==> src/rtl/uart_pkg.sv <==
// Shared definitions for the UART receive buffer: FIFO geometry, entry layout
// and the per-cycle FIFO operation encoding.
package uart_pkg;

    localparam int UART_FIFO_DEPTH    = 16;
    localparam int UART_FIFO_ADDR_W   = $clog2(UART_FIFO_DEPTH);
    localparam int UART_FIFO_ENTRY_W  = 9;
    localparam int PERR_BIT           = 8;
    localparam int DATA_MSB           = 7;
    localparam int UART_TIMEOUT_TICKS = 640;

    // Encoded as {write_accepted, read_accepted}
    typedef enum logic [1:0] {
        FIFO_OP_NONE  = 2'b00,
        FIFO_OP_RD    = 2'b01,
        FIFO_OP_WR    = 2'b10,
        FIFO_OP_WR_RD = 2'b11
    } fifo_op_e;

    function automatic logic [UART_FIFO_ENTRY_W-1:0] pack_entry(
        input logic                perr,
        input logic [DATA_MSB:0]   data
    );
        return {perr, data};
    endfunction

endpackage

==> src/rtl/uart_fifo_mem.sv <==
// Storage for the UART receive FIFO: DEPTH x WIDTH register array with one
// synchronous write port and one combinational read port.
module uart_fifo_mem
    import uart_pkg::*;
#(
    parameter int DEPTH  = UART_FIFO_DEPTH,
    parameter int ADDR_W = $clog2(DEPTH),
    parameter int WIDTH  = UART_FIFO_ENTRY_W
) (
    input  logic              clk,
    input  logic              i_we,
    input  logic [ADDR_W-1:0] i_waddr,
    input  logic [WIDTH-1:0]  i_wdata,
    input  logic [ADDR_W-1:0] i_raddr,
    output logic [WIDTH-1:0]  o_rdata
);

    logic [WIDTH-1:0] mem_q [DEPTH];

    // NOTE: the array has no reset; validity is tracked by the pointers and
    // level, so clearing storage would only cost flops and a reset fan-out.
    always_ff @(posedge clk) begin
        if (i_we) begin
            mem_q[i_waddr] <= i_wdata;
        end
    end

    assign o_rdata = mem_q[i_raddr];

endmodule

==> src/rtl/uart_rx_fifo.sv <==
// Show-ahead receive FIFO behind the UART receiver with level, overrun,
// threshold and flush. Define UART_RX_FIFO_TIMEOUT_EN to build the stale-data timeout.
module uart_rx_fifo
    import uart_pkg::*;
#(
    parameter int DEPTH         = UART_FIFO_DEPTH,
    parameter int ADDR_W        = $clog2(DEPTH),
    parameter int TIMEOUT_TICKS = UART_TIMEOUT_TICKS
) (
    input  logic              clk,
    input  logic              rst_n,
    input  logic              i_rx_done,
    input  logic [7:0]        i_rx_data,
    input  logic              i_parity_err,
    input  logic              i_rx_tick,
    input  logic              i_rd_en,
    input  logic              i_flush,
    input  logic              i_clr_overrun,
    input  logic [ADDR_W:0]   i_thresh,
    output logic [7:0]        o_rd_data,
    output logic              o_rd_perr,
    output logic              o_empty,
    output logic              o_full,
    output logic [ADDR_W:0]   o_level,
    output logic              o_overrun,
    output logic              o_thresh_irq,
    output logic              o_timeout
);

    localparam logic [ADDR_W:0]   LEVEL_FULL = (ADDR_W + 1)'(DEPTH);
    localparam logic [ADDR_W-1:0] PTR_ONE    = ADDR_W'(1);
    localparam logic [ADDR_W:0]   LEVEL_ONE  = (ADDR_W + 1)'(1);

    logic [ADDR_W-1:0] wr_ptr_q, wr_ptr_d;
    logic [ADDR_W-1:0] rd_ptr_q, rd_ptr_d;
    logic [ADDR_W:0]   level_q,  level_d;
    logic              overrun_q, overrun_d;

    logic              empty;
    logic              full;
    logic              wr_accept;
    logic              rd_accept;
    logic              overrun_set;
    fifo_op_e          op;
    logic [UART_FIFO_ENTRY_W-1:0] head_entry;

    assign empty = (level_q == '0);
    assign full  = (level_q == LEVEL_FULL);

    // A pop frees a slot in the same cycle, so a full FIFO still accepts a write
    // paired with a read. Flush discards both sides of the cycle.
    assign wr_accept   = i_rx_done && (!full || i_rd_en) && !i_flush;
    assign rd_accept   = i_rd_en && !empty && !i_flush;
    assign overrun_set = i_rx_done && full && !i_rd_en && !i_flush;
    assign op          = fifo_op_e'({wr_accept, rd_accept});

    uart_fifo_mem #(
        .DEPTH  (DEPTH),
        .ADDR_W (ADDR_W),
        .WIDTH  (UART_FIFO_ENTRY_W)
    ) u_mem (
        .clk     (clk),
        .i_we    (wr_accept),
        .i_waddr (wr_ptr_q),
        .i_wdata (pack_entry(i_parity_err, i_rx_data)),
        .i_raddr (rd_ptr_q),
        .o_rdata (head_entry)
    );

    always_comb begin
        // NOTE: every signal driven here gets its hold value first, so no path
        // through the case/if leaves it unassigned and infers a latch.
        wr_ptr_d  = wr_ptr_q;
        rd_ptr_d  = rd_ptr_q;
        level_d   = level_q;
        overrun_d = overrun_q;

        unique case (op)
            FIFO_OP_WR: begin
                wr_ptr_d = wr_ptr_q + PTR_ONE;
                level_d  = level_q + LEVEL_ONE;
            end
            FIFO_OP_RD: begin
                rd_ptr_d = rd_ptr_q + PTR_ONE;
                level_d  = level_q - LEVEL_ONE;
            end
            FIFO_OP_WR_RD: begin
                wr_ptr_d = wr_ptr_q + PTR_ONE;
                rd_ptr_d = rd_ptr_q + PTR_ONE;
            end
            default: ;
        endcase

        if (i_flush) begin
            wr_ptr_d = '0;
            rd_ptr_d = '0;
            level_d  = '0;
        end

        // Set is evaluated last so a drop wins over a same-cycle clear
        if (i_clr_overrun) begin
            overrun_d = 1'b0;
        end
        if (overrun_set) begin
            overrun_d = 1'b1;
        end
    end

    // NOTE: sequential state uses non-blocking assignments so every register
    // samples the pre-edge values regardless of statement order.
    always_ff @(posedge clk or negedge rst_n) begin
        if (!rst_n) begin
            wr_ptr_q  <= '0;
            rd_ptr_q  <= '0;
            level_q   <= '0;
            overrun_q <= 1'b0;
        end else begin
            wr_ptr_q  <= wr_ptr_d;
            rd_ptr_q  <= rd_ptr_d;
            level_q   <= level_d;
            overrun_q <= overrun_d;
        end
    end

    // The array holds stale data when empty, so the head is masked to zero
    always_comb begin
        o_rd_data = '0;
        o_rd_perr = 1'b0;
        if (!empty) begin
            o_rd_data = head_entry[DATA_MSB:0];
            o_rd_perr = head_entry[PERR_BIT];
        end
    end

    assign o_empty      = empty;
    assign o_full       = full;
    assign o_level      = level_q;
    assign o_overrun    = overrun_q;
    assign o_thresh_irq = (i_thresh != '0) && (level_q >= i_thresh);

`ifdef UART_RX_FIFO_TIMEOUT_EN
    localparam int              TMO_W   = $clog2(TIMEOUT_TICKS + 1);
    localparam logic [TMO_W-1:0] TMO_MAX = TMO_W'(TIMEOUT_TICKS);
    localparam logic [TMO_W-1:0] TMO_ONE = TMO_W'(1);

    logic [TMO_W-1:0] tmo_q, tmo_d;

    // Any FIFO activity means the host is not stalled, so the age restarts
    always_comb begin
        tmo_d = tmo_q;
        if (empty || wr_accept || rd_accept || i_flush) begin
            tmo_d = '0;
        end else if (i_rx_tick && (tmo_q != TMO_MAX)) begin
            tmo_d = tmo_q + TMO_ONE;
        end
    end

    always_ff @(posedge clk or negedge rst_n) begin
        if (!rst_n) begin
            tmo_q <= '0;
        end else begin
            tmo_q <= tmo_d;
        end
    end

    assign o_timeout = (tmo_q >= TMO_MAX);
`else
    logic unused_timeout_cfg;
    assign unused_timeout_cfg = i_rx_tick ^ (TIMEOUT_TICKS == 0);
    assign o_timeout          = 1'b0;
`endif

endmodule

==> config.mk <==
export PLATFORM = sky130hd
export DESIGN_NAME = uart_rx_fifo
export DESIGN_NICKNAME = d
export VERILOG_FILES = /design/src/rtl/uart_pkg.sv /design/src/rtl/uart_fifo_mem.sv /design/src/rtl/uart_rx_fifo.sv
export SDC_FILE = /design/constraint.sdc
export NUM_CORES = 1
export LEC_CHECK = 0
export ABC_AREA = 1
export BUFFER_PORTS_ARGS = -buffer_cell sky130_fd_sc_hd__buf_2
export CAP_MARGIN = 20
export CORE_MARGIN = 1
export CORE_UTILIZATION = 57
export CTS_BUF_LIST = sky130_fd_sc_hd__clkbuf_4 sky130_fd_sc_hd__clkbuf_8
export DETAILED_ROUTE_END_ITERATION = 12
export PLACE_DENSITY = 0.83
export SYNTH_ARGS = -nofsm -noshare
export SYNTH_HDL_FRONTEND = slang
export SYNTH_SLANG_ARGS = --single-unit
export TNS_END_PERCENT = 20
==> constraint.sdc <==
create_clock -name clk -period 1.8 [get_ports clk]
set_clock_uncertainty 0.05 [all_clocks]
set_input_delay 0.18 -clock clk [delete_from_list [all_inputs] [get_ports clk]]
set_output_delay 0.18 -clock clk [all_outputs]
set_load 0.05 [all_outputs]
# --- Yosys cells after proc, flatten, opt, wreduce, memory -nomap -nowiden ---
# Memory sizes are Yosys's and may differ from the RTL's.
# Cells that the tools add are included.
op_classes:
  bitwise_logic: 0
  n_mul: 0
  muxes: 12
  n_lt_le_gt_ge: 1
  shifts: 0
  add_sub_neg: 4
  n_div: 0
  reduce_logical: 21
  eq_ne: 4
ops:
  columns: ["operator", "count"]
  rows:
  - ["4-bit 2-to-1 mux", 4]
  - ["5-bit case mux with 2 select lines", 1]
  - ["4-bit by 1-bit adder with 4-bit output, second input constant", 2]
  - ["1-bit logical AND", 8]
  - ["8-bit 2-to-1 mux", 1]
  - ["2-bit nonzero test", 3]
  - ["5-bit by 1-bit adder with 5-bit output, second input constant", 1]
  - ["5-bit == test, second input constant", 1]
  - ["5-bit greater-or-equal comparator", 1]
  - ["5-bit logical NOT", 1]
  - ["1-bit 2-to-1 mux", 5]
  - ["5-bit 2-to-1 mux", 1]
  - ["5-bit nonzero test", 1]
  - ["5-bit by 1-bit subtractor with 5-bit output, second input constant", 1]
  - ["2-bit == test, second input constant", 2]
  - ["1-bit logical NOT", 4]
  - ["2-bit OR reduction", 2]
  - ["3-bit nonzero test", 1]
  - ["2-bit by 1-bit == test with 1-bit output, second input constant", 1]
  - ["1-bit logical OR", 1]
word_totals:
  mem_bits_rw: 144
  wordCells: 47
  out_inout_bits: 19
  mem_bits_ro: 0
  input_bits: 21
  register_bits: 14
  latch_bits: 0
  mem_count: 1
mem_list:
  columns: ["name", "depth", "word_bits", "rd", "rd_clocked_by_memory_dff", "wr", "line", "text"]
  rows:
  - ["u_mem.mem_q", 16, 9, 1, 0, 1, "uart_fifo_mem.sv:18", "logic [WIDTH-1:0] mem_q [DEPTH];"]

# --- Depth between registers and ports, before layout ---
depth:
  depth_word: 9
  ltp_mapped: 14
  depth_no_buf: 14

# --- Cells and area by module ---
# Synthesis repeated with hierarchy kept, for this count alone.
unflattened:
  hier_cells: 752
  area_unflattened_um2: 7435.9
by_module_without_submodules:
  columns: ["module", "seq_area_each_um2", "cells_each", "area_each_um2", "instances"]
  rows:
  - ["uart_fifo_mem", 4324.1, 606, 6322.3, 1]
  - ["uart_rx_fifo", 350.3, 146, 1113.6, 1]

# --- Worst setup path after synthesis ---
# No wires, ideal clock.
synth_timing:
  path_type: "register to output"
  start: "reg level_q[4] (netlist: o_level[4])"
  end: "out o_rd_data[0]"
  path_stages_with_launch: 5
  path_buffers: 0
  t_arrival_ps: 2417
  setup_slack_ps: -847
  required_ps: 1570
  path_cell_list: "dfrtp_1 inv_1 nand3_4 inv_2 a211oi_1"
synth_between:
  elab_chain_len: 2
synth_rtl:
  columns: ["item", "line", "text"]
  rows:
  - ["from (decl)", "uart_rx_fifo.sv:36", "logic [ADDR_W:0] level_q, level_d;"]
  - ["from (signal assigned)", "uart_rx_fifo.sv:120", "level_q <= level_d;"]
  - ["5-bit logical NOT", "uart_rx_fifo.sv:47", "assign empty = (level_q == '0);"]
  - ["named net o_empty", "uart_rx_fifo.sv:22", "output logic o_empty,"]
  - ["8-bit 2-to-1 mux", "uart_rx_fifo.sv:129", "if (!empty) begin"]
  - ["to (decl)", "uart_rx_fifo.sv:20", "output logic [7:0] o_rd_data,"]
# The timed path passes the listed nets, and every way through them passes these cells.

# --- Worst setup path in the final report ---
layout_timing:
  start: "reg rd_ptr_q[0]"
  end: "out o_rd_data[7]"
layout_between:
  elab_chain_len: 2
layout_rtl:
  columns: ["item", "line", "text"]
  rows:
  - ["from (decl)", "uart_rx_fifo.sv:35", "logic [ADDR_W-1:0] rd_ptr_q, rd_ptr_d;"]
  - ["from (signal assigned)", "uart_rx_fifo.sv:119", "rd_ptr_q <= rd_ptr_d;"]
  - ["memory read 16 x 9 bit", null, null]
  - ["8-bit 2-to-1 mux", "uart_rx_fifo.sv:129", null]
# No other way between the ends.

==> impl_metrics.py <==
metrics = {
    "setup_path": {
        "slowest_stage": "dfrtp_2",
        "critPathArrivalTime_ns": 2.33,
        "worst_path_most_repeated_cell": "buf_12",
        "cp_max_stage_delay_ns": 0.52,
        "path_cells": "clkinv_4 > buf_12 > buf_12 > nor2_1 > o22ai_1 > nand2_1 > a211oi_4 > buf_6",
        "worstPathMaxFanout": 10,
        "cp-end-kind": "output port",
        "critPathRequiredTime_ns": 1.57,
        "setup.worst_path.class": "reg2out",
        "cp-start-kind": "register",
    },
    "sta": {
        "worstMarginPinSlew_ns": 0.5220,
        "hold_viol": 0,
        "final_slew_violations": 0,
        "postLayoutSetupSlackWorst_ns": -0.7638,
        "fmaxAchievable_mhz": 390.0,
        "final.hold.worst_slack_ns": 0.07559,
        "period_minus_slack_ns": 2.564,
        "rsz_0062_raised_after_global_routing": "true",
        "slew-limit-headroom": 0.6488,
        "final_min_period_over_clock_period": 1.424,
        "timing.final.setup_violations": 20,
    },
    "clock_tree": {
        "clk-insertion-delay-late_ns": 0.46,
        "clock_sinks": 158,
        "cts_inserted_buffers": 17,
        "clock-root-buffer": "clkbuf_8",
        "max-clock-path-buffers": 2,
        "cts_tree": "yes",
        "cts.htree.levels": 4,
        "path_clk_slew_ns": 0.09,
    },
    "pwr": {
        "pwr_density_cell_mw_per_mm2": 1219,
        "vdd_drop_max_v": 0.001589,
        "power.static_leakage_nw": 3.354,
    },
    "synth": {
        "synth_ff_type": "edfxtp_1",
        "synth-xor-area-share": 0.001283,
        "postSynth.asyncResetShare": 0.08861,
        "synth.area.mux_share": 0.01319,
        "yosys.area_share.adder": 0.02199,
        "syn_nets": 585,
        "synth-seq-cells": 158,
        "netlist-cell-type-count": 42,
        "synth_compound_area_frac": 0.1125,
        "synthesis.area_sq_mm": 0.006829,
        "synth_enable_flop_cells": 144,
        "synth-seq-area-share": 0.6845,
        "synth_cells": 552,
        "synth-simple-area-share": 0.1257,
        "syn_area_per_cell_sq_um": 12.37,
        "yosys_warnings": 0,
        "synth_top_family_by_area": "simple AND/OR/NAND/NOR gates",
    },
    "floorplanning": {
        "die_w_microns": 111.5,
        "core_area_sq_mm": 0.01156,
        "floorplan.die.height_microns": 111.5,
        "start_util": 0.5905,
        "design.die.area_sq_mm": 0.01242,
        "placement_rows": 39,
        "boundaryPins": 40,
    },
    "placement": {
        "total_cell_area_at_the_placement_stage_sq_mm": 0.007736,
        "gp_routability_congestion": 0.9065,
        "number_of_instances_in_the_placed_design": 762,
        "dpl.hpwl_microns": 10900,
        "port-buffer-count": 37,
    },
    "routing": {
        "first_iter_violations": 719,
        "vias_per_cell": 6.758,
        "wl_microns": 21410,
        "vias": 5548,
        "drc_errors": 0,
        "avgRoutedWirePerCell_microns": 26.07,
        "route.antenna.remaining_nets": 0,
        "drt-pass1-iter-count": 5,
    },
    "grt": {
        "grt_use_total": 0.3155,
        "pin_count_of_the_biggest_net_entering_global_routing": 29,
        "grt_ovf": 0,
        "via_count_of_the_first_global_routing_pass": 5280,
        "wire_length_of_the_first_global_routing_pass_microns": 28690,
        "initial_antenna_violation_count": 0,
    },
    "finish": {
        "areaGrowthSynthToFinish_pct": 33.18,
        "final_net_count": 698,
        "stdcell_area_sq_mm": 0.009095,
        "finalNonFillerCells": 821,
        "drive_above_1_share": 0.4204,
        "antenna-diode-count": 0,
    },
    "run_status": {
        "run_status": "finished, violations left",
        "violations": "setup timing",
    },
    "hold_path": {
        "hp-class": "in2reg",
    },
    "flow_run": {
        "maxCapViolCount": 0,
    },
}
-- cell usage in the layout, fill, tap and decap left out, types with 14 or more instances in the layout --
cell type  instances
a21oi_1           28
buf_2             25
buf_4             52
buf_6             25
clkbuf_8          17
edfxtp_1         144
inv_1             20
nand2_1           86
nand2_2           14
nor2_1            21
nor2_4            21
o21ai_0           20
-- Yosys cell counts (all sizes together), types with 2 or more instances --
library cell	n	area share
a211oi	9	0.0099
a21boi	9	0.0099
a21oi	42	0.031
a221oi	9	0.012
buf	19	0.018
clkbuf	6	0.0033
clkinv	2	0.0011
dfrtp	14	0.051
edfxtp	144	0.63
ha	12	0.022
inv	32	0.018
mux2i	9	0.013
nand2	107	0.062
nand3	14	0.014
nand4	2	0.0040
nor2	54	0.037
nor3	11	0.0081
o21ai	29	0.023
o21bai	2	0.0022
o221ai	9	0.012
o22ai	9	0.0082
o31ai	2	0.0022
-- final cells by class --
type,count,area [sq um]
inverter,34,155.1
multi-input combinational,335,2576
sequential,158,4682
clock buffer,17,234.0
clock inverter,15,148.9
fill,547,2470
timing repair buffer,119,1120
tap,143,178.9
-- sequential cells by signal, summed over array words and instances, names as in the netlist --
| register | cells |
|---|---|
| u_mem.mem_q | 144 |
| rd_ptr_q | 4 |
| o_overrun | 1 |
| o_level | 5 |
| wr_ptr_q | 4 |
-- stage by stage --
stage	total power [mW]	setup slack (ns)	utilization	setup TNS, ns
final	11.09	-0.7638	0.7864	-8.346
after CTS	10.43	-0.6220	0.7439	-10.62
after global routing	11.37	-0.7864	0.7864	-9.974
after global placement	7.170	-0.2356	0.6689	-23.40
after detailed placement	7.262	-0.3153	0.6689	-28.38
after floorplan	6.289	-0.1281	-	-16.47
-- timing repair --
item | 4_1_cts | 5_1_grt
hold endpoints to repair | 15 | 0
setup endpoints to repair | 151 | 133
setup buffers | 10 | 16
hold buffers | 2 | 0
pin swaps | 11 | 58
gates resized for setup | 83 | 98
gates cloned | 3 | 1
-- critical path: cells and delay by family, from the launching register on --
kind,cells,cell delay [ns]
simple gates,2,0.26
buf+inv,4,0.60
compound gates,2,0.48
flops,1,0.52
-- layer usage --
metal  global-route usage  routed length, microns  vias up  part of all wire
met5                    0                       0        -                 0
met2               0.5125                   10340      544              0.48
li1                     -                       -     2216                 -
met1               0.3969                    7419     2654              0.35
met4               0.1459                    1146        0             0.054
met3              0.08764                    2495      134              0.12
-- power by group --
group / internal (mW) / switching, mW / leakage [nW]
logic: 1.76 / 2.56 / 1.68
clock network: 1.13 / 1.47 / 0.195
registers: 4.08 / 0.0764 / 1.48
total: 6.98 / 4.11 / 3.35
-- worst paths after layout --
| kind | start | slack [ns] | to | cells after the start |
|---|---|---|---|---|
| hold reg to reg | rd_ptr_q[3]$_DFFE_PN0P_ | 0.46 | rd_ptr_q[3]$_DFFE_PN0P_ | 1 |
| setup / recovery | rd_ptr_q[0]$_DFFE_PN0P_ | -0.76 | o_rd_data[7] | 8 |
| hold / removal | i_rx_done | 0.08 | o_overrun$_DFFE_PN0P_ | 4 |
| min in group asynchronous | rst_n | 0.11 | wr_ptr_q[2]$_DFFE_PN0P_ | 2 |
| max in group asynchronous | rst_n | 1.30 | o_level[1]$_DFFE_PN0P_ | 2 |
| setup reg to reg | o_level[1]$_DFFE_PN0P_ | -0.29 | o_level[4]$_DFFE_PN0P_ | 16 |
-- cell families after synthesis --
kind of cell / Yosys count
AND/OR/NAND/NOR: 189
multiplexers: 9
other: 1
XOR/XNOR: 1
buffers and inverters: 59
flip-flops: 158
AO/OA/AOI/OAI: 123
adder cells (fa/ha/maj): 12
Note: power is estimated with default switching activity, not from simulation.
